==> src/rtl/pc_seq_ctrl.sv <==
// pc_seq_ctrl: program-counter sequencer and fetch controller.
// Owns the PC, fetches from a combinational instruction memory, and hands the
// latched instruction to the executor over a valid/ready handshake.
// Optional feature macro: PC_WRAP_TRAP_EN (trap to HALT with err on PC wrap).
//
// Handshake: ir_valid stays high with ir stable from the cycle after FETCH
// until a rising edge where ir_valid & ir_ready; that edge retires ir and
// applies hlt / br_taken / br_target. Those inputs are ignored at other edges.
module pc_seq_ctrl #(
  parameter int AW = 8,
  parameter int IW = 8,
  parameter int CW = 16
) (
  input  logic          clk,
  input  logic          rst,
  input  logic          start,
  input  logic [AW-1:0] start_pc,
  output logic [AW-1:0] pc,
  input  logic [IW-1:0] instr,
  output logic [IW-1:0] ir,
  output logic          ir_valid,
  input  logic          ir_ready,
  input  logic          hlt,
  input  logic          br_taken,
  input  logic [AW-1:0] br_target,
  output logic          busy,
  output logic          halted,
  output logic [CW-1:0] retired,
  output logic          err
);

  typedef enum logic [1:0] {
    S_IDLE  = 2'd0,
    S_FETCH = 2'd1,
    S_ISSUE = 2'd2,
    S_HALT  = 2'd3
  } state_t;

  localparam logic [AW-1:0] PC_MAX  = '1;
  localparam logic [CW-1:0] RET_MAX = '1;

  state_t        state_q, state_d;
  logic [AW-1:0] pc_q, pc_d;
  logic [IW-1:0] ir_q, ir_d;
  logic          ir_valid_q, ir_valid_d;
  logic [CW-1:0] retired_q, retired_d;
  logic          err_q, err_d;
  logic          handshake;

  assign handshake = ir_valid_q & ir_ready;

  // State and datapath registers with synchronous reset overriding everything.
  always_ff @(posedge clk) begin
    if (rst) begin
      state_q    <= S_IDLE;
      pc_q       <= '0;
      ir_q       <= '0;
      ir_valid_q <= 1'b0;
      retired_q  <= '0;
      err_q      <= 1'b0;
    end else begin
      state_q    <= state_d;
      pc_q       <= pc_d;
      ir_q       <= ir_d;
      ir_valid_q <= ir_valid_d;
      retired_q  <= retired_d;
      err_q      <= err_d;
    end
  end

  // Next-state and next-datapath logic for the fetch/issue loop.
  always_comb begin
    state_d    = state_q;
    pc_d       = pc_q;
    ir_d       = ir_q;
    ir_valid_d = ir_valid_q;
    retired_d  = retired_q;
    err_d      = err_q;
    unique case (state_q)
      S_IDLE, S_HALT: begin
        if (start) begin
          state_d   = S_FETCH;
          pc_d      = start_pc;
          retired_d = '0;
          err_d     = 1'b0;
        end
      end
      S_FETCH: begin
        ir_d       = instr;
        ir_valid_d = 1'b1;
        state_d    = S_ISSUE;
      end
      S_ISSUE: begin
        if (handshake) begin
          ir_valid_d = 1'b0;
          if (retired_q != RET_MAX) retired_d = retired_q + 1'b1;
          if (hlt) begin
            state_d = S_HALT;
          end else if (br_taken) begin
            pc_d    = br_target;
            state_d = S_FETCH;
          end else begin
`ifdef PC_WRAP_TRAP_EN
            if (pc_q == PC_MAX) begin
              // Sequential run off the top of memory: freeze and flag.
              state_d = S_HALT;
              err_d   = 1'b1;
            end else begin
              pc_d    = pc_q + 1'b1;
              state_d = S_FETCH;
            end
`else
            pc_d    = pc_q + 1'b1;
            state_d = S_FETCH;
`endif
          end
        end
      end
      default: state_d = S_IDLE;
    endcase
`ifndef PC_WRAP_TRAP_EN
    err_d = 1'b0;
`endif
  end

  // Status outputs decoded directly from the state register.
  always_comb begin
    busy   = (state_q == S_FETCH) || (state_q == S_ISSUE);
    halted = (state_q == S_HALT);
  end

  assign pc       = pc_q;
  assign ir       = ir_q;
  assign ir_valid = ir_valid_q;
  assign retired  = retired_q;
  assign err      = err_q;

endmodule

==> config.mk <==
export PLATFORM = sky130hd
export DESIGN_NAME = pc_seq_ctrl
export DESIGN_NICKNAME = d
export VERILOG_FILES = /design/src/rtl/pc_seq_ctrl.sv
export SDC_FILE = /design/constraint.sdc
export NUM_CORES = 1
export LEC_CHECK = 0
export CAP_MARGIN = 5
export CORE_ASPECT_RATIO = 1.25
export CORE_MARGIN = 5
export CORE_UTILIZATION = 35
export CTS_CLUSTER_SIZE = 10
export DETAILED_ROUTE_END_ITERATION = 8
export PLACE_DENSITY_LB_ADDON = 0.15
export SETUP_SLACK_MARGIN = 0.4
export SYNTH_ARGS = -nofsm -noshare
export SYNTH_HDL_FRONTEND = slang
export SYNTH_SLANG_ARGS = --single-unit
export TNS_END_PERCENT = 5
==> constraint.sdc <==
create_clock -name clk -period 2.9 [get_ports clk]
set_input_delay 0.435 -clock clk [delete_from_list [all_inputs] [get_ports clk]]
set_output_delay 0.435 -clock clk [all_outputs]
set_load 0.02 [all_outputs]
==> results.json <==
{
  "post_route_skew_ps": 3.26,
  "cts-hold-fix-buffers": 0,
  "p_seq_share_pct": 39.3,
  "cts.repair_timing.setup_buffer_count": 0,
  "max-cap-violations": 0,
  "remaining_drc_errors": 0,
  "start_util_pct": 36.3,
  "cts_resized": 0,
  "netlist-cell-type-count": 48,
  "worst_r2r_startpoint": "state_q[0]",
  "worst_slew_margin_rel_pct": 58.3,
  "first_global_vias": 1978,
  "via_per_instance_ratio": 5.58,
  "syn_inst": 240,
  "gpl.final_weighted_congestion": 0.846,
  "syn_area_mm2": 0.00200,
  "critPathArrivalTime_ps": 1850,
  "cts.sinks": 35,
  "nets": 343,
  "totalPowerFinal_mw": 1.51,
  "critical_path_required_ps": 2470,
  "routed_wirelength_um": 5620,
  "synth-edff-count": 0,
  "buffer_ports.inserted": 64,
  "drive_gt1_share_pct": 6.49,
  "dr_total_vias": 2074,
  "p_int_mw": 0.966,
  "grt_max_degree": 20,
  "hp-start": "ir[2]",
  "clock_tree.buffer_depth": 2,
  "x_dimension_of_the_die_um": 77.7,
  "grt_antenna_before_repair": 0,
  "area_growth_pct": 41.3,
  "fin_crit_sh_pct": 78.9,
  "syn-mean-instance-area_um2": 8.35,
  "chipHeight_um": 94.6,
  "hold_path.class": "register to register",
  "netSwitchingPower_mw": 0.544,
  "avgRoutedWirePerCell_um": 15.1,
  "critical_path.max_fanout": 5,
  "sw_frac_of_total_pct": 36.0,
  "p_per_area_mw_per_mm2": 533,
  "worstMarginPinSlew_ps": 620,
  "clkTransAtPathRegs_ps": 80,
  "max_clock_freq_mhz": 437,
  "ctsRootBufferMaster": "sky130_fd_sc_hd__clkbuf_8",
  "p_leak_nw": 0.993,
  "boundary_pin_count": 66,
  "diodes": 0,
  "design.core.area_mm2": 0.00552,
  "status": "complete, no violations",
  "worstSetupPathType": "register to primary output",
  "pwr-share-clk_pct": 24.6,
  "dp_hpwl_um": 4280,
  "async_reset_ff_share_pct": 0,
  "start_kind": "register",
  "startpoint": "state_q[0]",
  "later_pin_clock_latency_in_the_skew_report_ps": 290,
  "worstSetupEndpointType": "primary output",
  "cts_tree": "yes",
  "numCtsBuffers": 5,
  "globalRouteTotalUtil_pct": 15.6,
  "final.min_clock_period_ps": 2290,
  "timing_hold_violations_final": 0,
  "final_sum_of_negative_setup_slack_ps": 0,
  "drt_pre_antenna_iters": 4,
  "timing_max_transition_violations_final": 0,
  "grt_first_pass_wirelength_um": 9330,
  "setup_violations": 0,
  "die_area_mm2": 0.00735,
  "detailedRoute.firstIterationViolations": 171,
  "cts_htree_levels": 2,
  "syn-num-nets": 276,
  "grt_overflow_total": 0,
  "ys_seq_area_share_pct": 35.0,
  "grt_setup_unrepaired": "false",
  "number_of_antenna_violating_nets_in_the_routed_design": 0,
  "std_cell_rows": 30,
  "synth_flop_cell": "sky130_fd_sc_hd__dfxtp_1",
  "vdd.ir_drop.worst_mv": 0.301,
  "ys_seq_elements": 35,
  "combPwrFrac_pct": 36.1,
  "synth-warning-count": 0
}
[worst paths after layout]
check | slack [ps] | depth (start not counted) | endpoint
worst min register to register | 490 | 2 | ir[2]
worst min-delay path | 490 | 2 | ir[2]
worst max register to register | 640 | 6 | retired[7]
worst max-delay path | 610 | 4 | busy
[power by group through the flow]
stage	Combinational [mW]	Sequential (mW)	Clock, mW
3_3_place_gp	0.543	0.601	0
6_report	0.545	0.594	0.371
3_5_place_dp	0.546	0.603	0
5_1_grt	0.599	0.602	0.399
4_1_cts	0.548	0.593	0.387
2_1_floorplan	0.264	0.649	0
[per-layer routing]
layer	part of all wire, %	global-route usage [%]	wire length, um
met1	42	18.6	2340
met2	49	26.3	2770
met3	7.0	4.20	393
met4	2.2	6.73	123
met5	0	0	0
[cell usage in the layout (no fill, tap or decap), drive strengths merged, types with 2 or more instances in the layout]
master / count
o21ai: 11
and3: 4
nor3: 3
a21boi: 2
a21oi: 11
and4: 2
nand4b: 4
mux2i: 20
clkdlybuf4s50: 64
o31ai: 3
clkbuf: 5
or4: 7
buf: 9
nand4: 6
clkinvlp: 2
o211ai: 2
ha: 6
o41ai: 2
xnor2: 3
or3: 7
nand2: 22
nand2b: 5
dfxtp: 35
o311ai: 4
nor4: 3
nand3: 10
o21a: 2
a211oi: 3
nor2: 19
inv: 11
a31oi: 6
[per-stage QoR]
stage               hold slack [ps]  utilization [%]  area, um2  setup slack [ps]  cells
detailed placement              481             49.6       2740               514    364
global placement                473             49.6       2740               578    364
floorplan                       525                -       2000               757    240
global route                    515             51.3       2830               506    372
finish                          494             51.3       2830               613    372
CTS                             501             51.3       2830               598    372
[critical path, stage by stage, from the launching register on]
cell and delay (ps):
sky130_fd_sc_hd__dfxtp_1 410, sky130_fd_sc_hd__inv_1 70, sky130_fd_sc_hd__ha_1 370, sky130_fd_sc_hd__inv_1 110
sky130_fd_sc_hd__clkdlybuf4s50_1 610
[synth_stat cells, types with 4 or more instances]
master	n	area, um2
sky130_fd_sc_hd__nand2b_1	5	31.3
sky130_fd_sc_hd__or4_1	7	52.6
sky130_fd_sc_hd__nand4b_1	4	35.0
sky130_fd_sc_hd__o21ai_0	11	55.1
sky130_fd_sc_hd__a21oi_1	11	55.1
sky130_fd_sc_hd__inv_1	10	37.5
sky130_fd_sc_hd__ha_1	6	75.1
sky130_fd_sc_hd__nand2_1	22	82.6
sky130_fd_sc_hd__mux2i_1	20	200
sky130_fd_sc_hd__nor2_1	19	71.3
sky130_fd_sc_hd__clkbuf_1	10	37.5
sky130_fd_sc_hd__nand3_1	10	50.1
sky130_fd_sc_hd__nand4_1	6	37.5
sky130_fd_sc_hd__a31oi_1	6	37.5
sky130_fd_sc_hd__dfxtp_1	35	701
sky130_fd_sc_hd__or3_1	7	43.8
sky130_fd_sc_hd__and3_1	4	25.0
[state kept, by name, summed over array words and instances, names as in the netlist]
register and flops:
ir_valid 1, retired 16, pc 8, state_q 2
ir 8
[cell type report]
cell class | count | area, um2
fillers | 545 | 2690
multi-input cells | 182 | 1210
repair buffers | 73 | 708
flip-flops and latches | 35 | 701
well taps | 64 | 80.1
clock buffers | 5 | 68.8
inverters | 10 | 37.5
clock inverters | 3 | 23.8
[cell families after synthesis]
| logic type | synth area share (%) |
|---|---|
| muxes | 10.5 |
| adders and majority gates | 3.75 |
| and+or+nand+nor | 25.1 |
| DFF | 35.0 |
| other | 0.187 |
| AOI/OAI and AO/OA | 19.6 |
| buffers and inverters | 4.56 |
| xor gates and xnor gates | 1.31 |
Note: power is estimated with default switching activity, not from simulation.
==> variant (same flow settings) <==
Build with the macro `PC_WRAP_TRAP_EN` defined.
--- a/src/rtl/pc_seq_ctrl.sv
+++ b/src/rtl/pc_seq_ctrl.sv
@@ -6,6 +6,8 @@
 // Handshake: ir_valid stays high with ir stable from the cycle after FETCH
 // until a rising edge where ir_valid & ir_ready; that edge retires ir and
 // applies hlt / br_taken / br_target. Those inputs are ignored at other edges.
+`define PC_WRAP_TRAP_EN
+
 module pc_seq_ctrl #(
   parameter int AW = 8,
   parameter int IW = 8,
Function: changed (Yosys sat finds a counterexample within 4 cycles, from zero or initial values and one cycle with rst high).
==> variant against the unedited design <==
  * Worst setup slack got worse by 0.0056 ns
  * Synthesized cell count rose by 5.8%
  * Area after synthesis rose by 6.2%
  * Wire length rose by 10%
  * Sequential power rose by 2%
  * Power rose by 4.1%
  * Sequential cell count rose by 1
  * Design area rose by 5.2%
  * Critical path type unchanged
==> variant: results (changes against the unedited design) <==
Outcome
  • Status: finished, final reports clean

Clock network
  • Root Buffer: clkbuf_8
  • Skew-Pair Late Insertion Delay: 0.29 ns (about the same)
  • PostCTS Resize Cnt: 0 (unchanged)
  • CTS max path bufs: 2 (unchanged)
  • Clock Pin Slew Worst Setup and Hold Paths: ~0.07 ns
  • Post-CTS setup buffers: 0 (unchanged)
  • Num CTS Buffers: 5 (unchanged)
  • H-tree depth: 2 (unchanged)

Routing
  • Via Count: 2,163 (+4.3%)
  • Uppermost layer routed: met4
  • DR pass1 iterations: 4 (unchanged)
  • Met2 WL: 3.14 mm (+14%)
  • Routed WL per cell: 15.4 µm (+1.8%)
  • Wire length on met3: 252 µm (-36%)
  • Drt total wl: 6.20 mm (+10%)
  • M1 wire length: 2.73 mm (+17%)
  • Number of DRC markers in iteration 0: 102 (-40%)

Global routing
  • Number of global-route vias before repair: 2,121 (+7.2%)
  • First-pass GRT wire length: 10.2 mm (+9.5%)
  • Largest net degree at the start of global routing: 32 (+60%)
  • Gr usage total: 16.3% (+0.68 points)
  • Initial antenna violation count: 0 (unchanged)

Synth
  • Netlist cell types: 53 (+10%)
  • Sequential area share after synthesis: 33.8% (-1.1 points)
  • Synth warn: 0 (unchanged)
  • Mapped Avg Cell Area: 8.38 µm² (+0.39%)
  • Top_reg_cell synth: dfxtp_1
  • XOR/XNOR share of the synthesized area: 0.823% (-0.49 points)
  • Post-Synth Adder-Cell Area: 2.94% (-0.81 points)
  • Synth top area cells: dfxtp_1 34%, mux2i_1 8.5%, a21oi_1 4.5%, nand2_1 3.9%, nor2_1 3.0%
  • Fraction of registers with async set or reset after synthesis: 0% (unchanged)
  • Compound-Gate Fraction of Synth Area: 22.7% (+3.1 points)
  • Mux share of post-synthesis cell area: 8.99% (-1.6 points)
  • Syn nets: 289 (+4.7%)
  • Synth top cells by count: 36 x dfxtp_1, 22 x nand2_1, 19 x a21oi_1

Place
  • Cells after DPL: 395 (+8.5%)
  • Port Buf Inserts: 65 (+1.6%)
  • Placer Congestion: 0.871 (+3.0%)
  • Estimated wirelength of the detail-placed design: 4.60 mm (+7.6%)

Critical path
  • CP Data Arrival Time: ~1.9 ns
  • Worst-path maximum fanout: 5 (unchanged)

Power
  • VDD IR max: 231 µV (-23%)
  • Pleak: 1.05 nW (+5.3%)

Final layout
  • Share of layout cells above drive strength 1: 8.72% (+2.2 points)
  • # nets final: 355 (+3.5%)
  • Number of flip-flops in the largest register: 16 (unchanged)
  • # diodes: 0 (unchanged)

Worst hold path
  • Hold Crit Class: flip-flop to flip-flop

Timing
  • Clk_skew: 0.00679 ns (+0.00353 ns)
  • Max-slew headroom: 58.2% (-0.067 points)
-- variant: cell count changes in the layout (fill, tap and decap cells not counted), moves of 3 or more --
| cell | delta |
|---|---|
| a31oi_1 | -4 |
| nand4b_1 | -4 |
| buf_4 | -3 |
| or4_1 | -5 |
| a21oi_1 | +8 |
| nor4_1 | +5 |
-- variant: final cells by class --
class                      count  area, µm²
tap                           82        103
multi-input combinational    196       1310
timing repair buffer          71        696
fill                         574       2880
sequential                    36        721
clock inverter                 2       35.0
clock buffer                   6       72.6
inverter                      10       37.5
-- variant: path summary, 6_finish.rpt --
| check | start | endpoint | slack, ns | cells after the start |
|---|---|---|---|---|
| setup reg to reg | state_q[0]$_SDFFE_PP0P_ | retired[10]$_SDFFE_PP0P_ | 0.76 | 6 |
| hold reg to reg | err$_SDFFE_PP0P_ | err$_SDFFE_PP0P_ | 0.48 | 1 |
| hold / removal | err$_SDFFE_PP0P_ | err$_SDFFE_PP0P_ | 0.48 | 1 |
| setup / recovery | state_q[0]$_SDFFE_PP0P_ | busy | 0.61 | 4 |
-- variant: kinds of logic (layout without fill, tap and decap cells) --
family | Yosys count | after routing
compound gates | 69 | 69
xor+xnor | 2 | 2
fa+ha+maj | 5 | 5
buf+inv | 22 | 89
flops | 36 | 36
mux | 19 | 19
simple gates | 101 | 101
-- variant: where the power goes --
part / internal, mW / switching [mW]
Sequential: 0.545 / 0.0596
Combinational: 0.251 / 0.266
Clock: 0.255 / 0.194
-- variant: stage by stage --
stage / setup WS, ns / cell area [µm²] / total power, mW
after floorplan: 0.923 / 2130 / 0.917
final: 0.608 / 2980 / 1.57
after global placement: 0.646 / 2870 / 1.13
after CTS: 0.597 / 2980 / 1.58
after detailed placement: 0.628 / 2870 / 1.14
after global routing: 0.515 / 2980 / 1.66
-- variant: layer usage --
layer / global-route usage, % / vias up
met1: 20.4 / 1024
met4: 4.94 / 0
li1: - / 1088
met5: 0 / -
met2: 27.4 / 46
met3: 3.71 / 5
-- variant: critical path: stages (launching register included) --
cell	delay (ns)
dfxtp_1	0.39
inv_1	0.07
ha_1	0.36
inv_1	0.13
clkdlybuf4s50_1	0.62
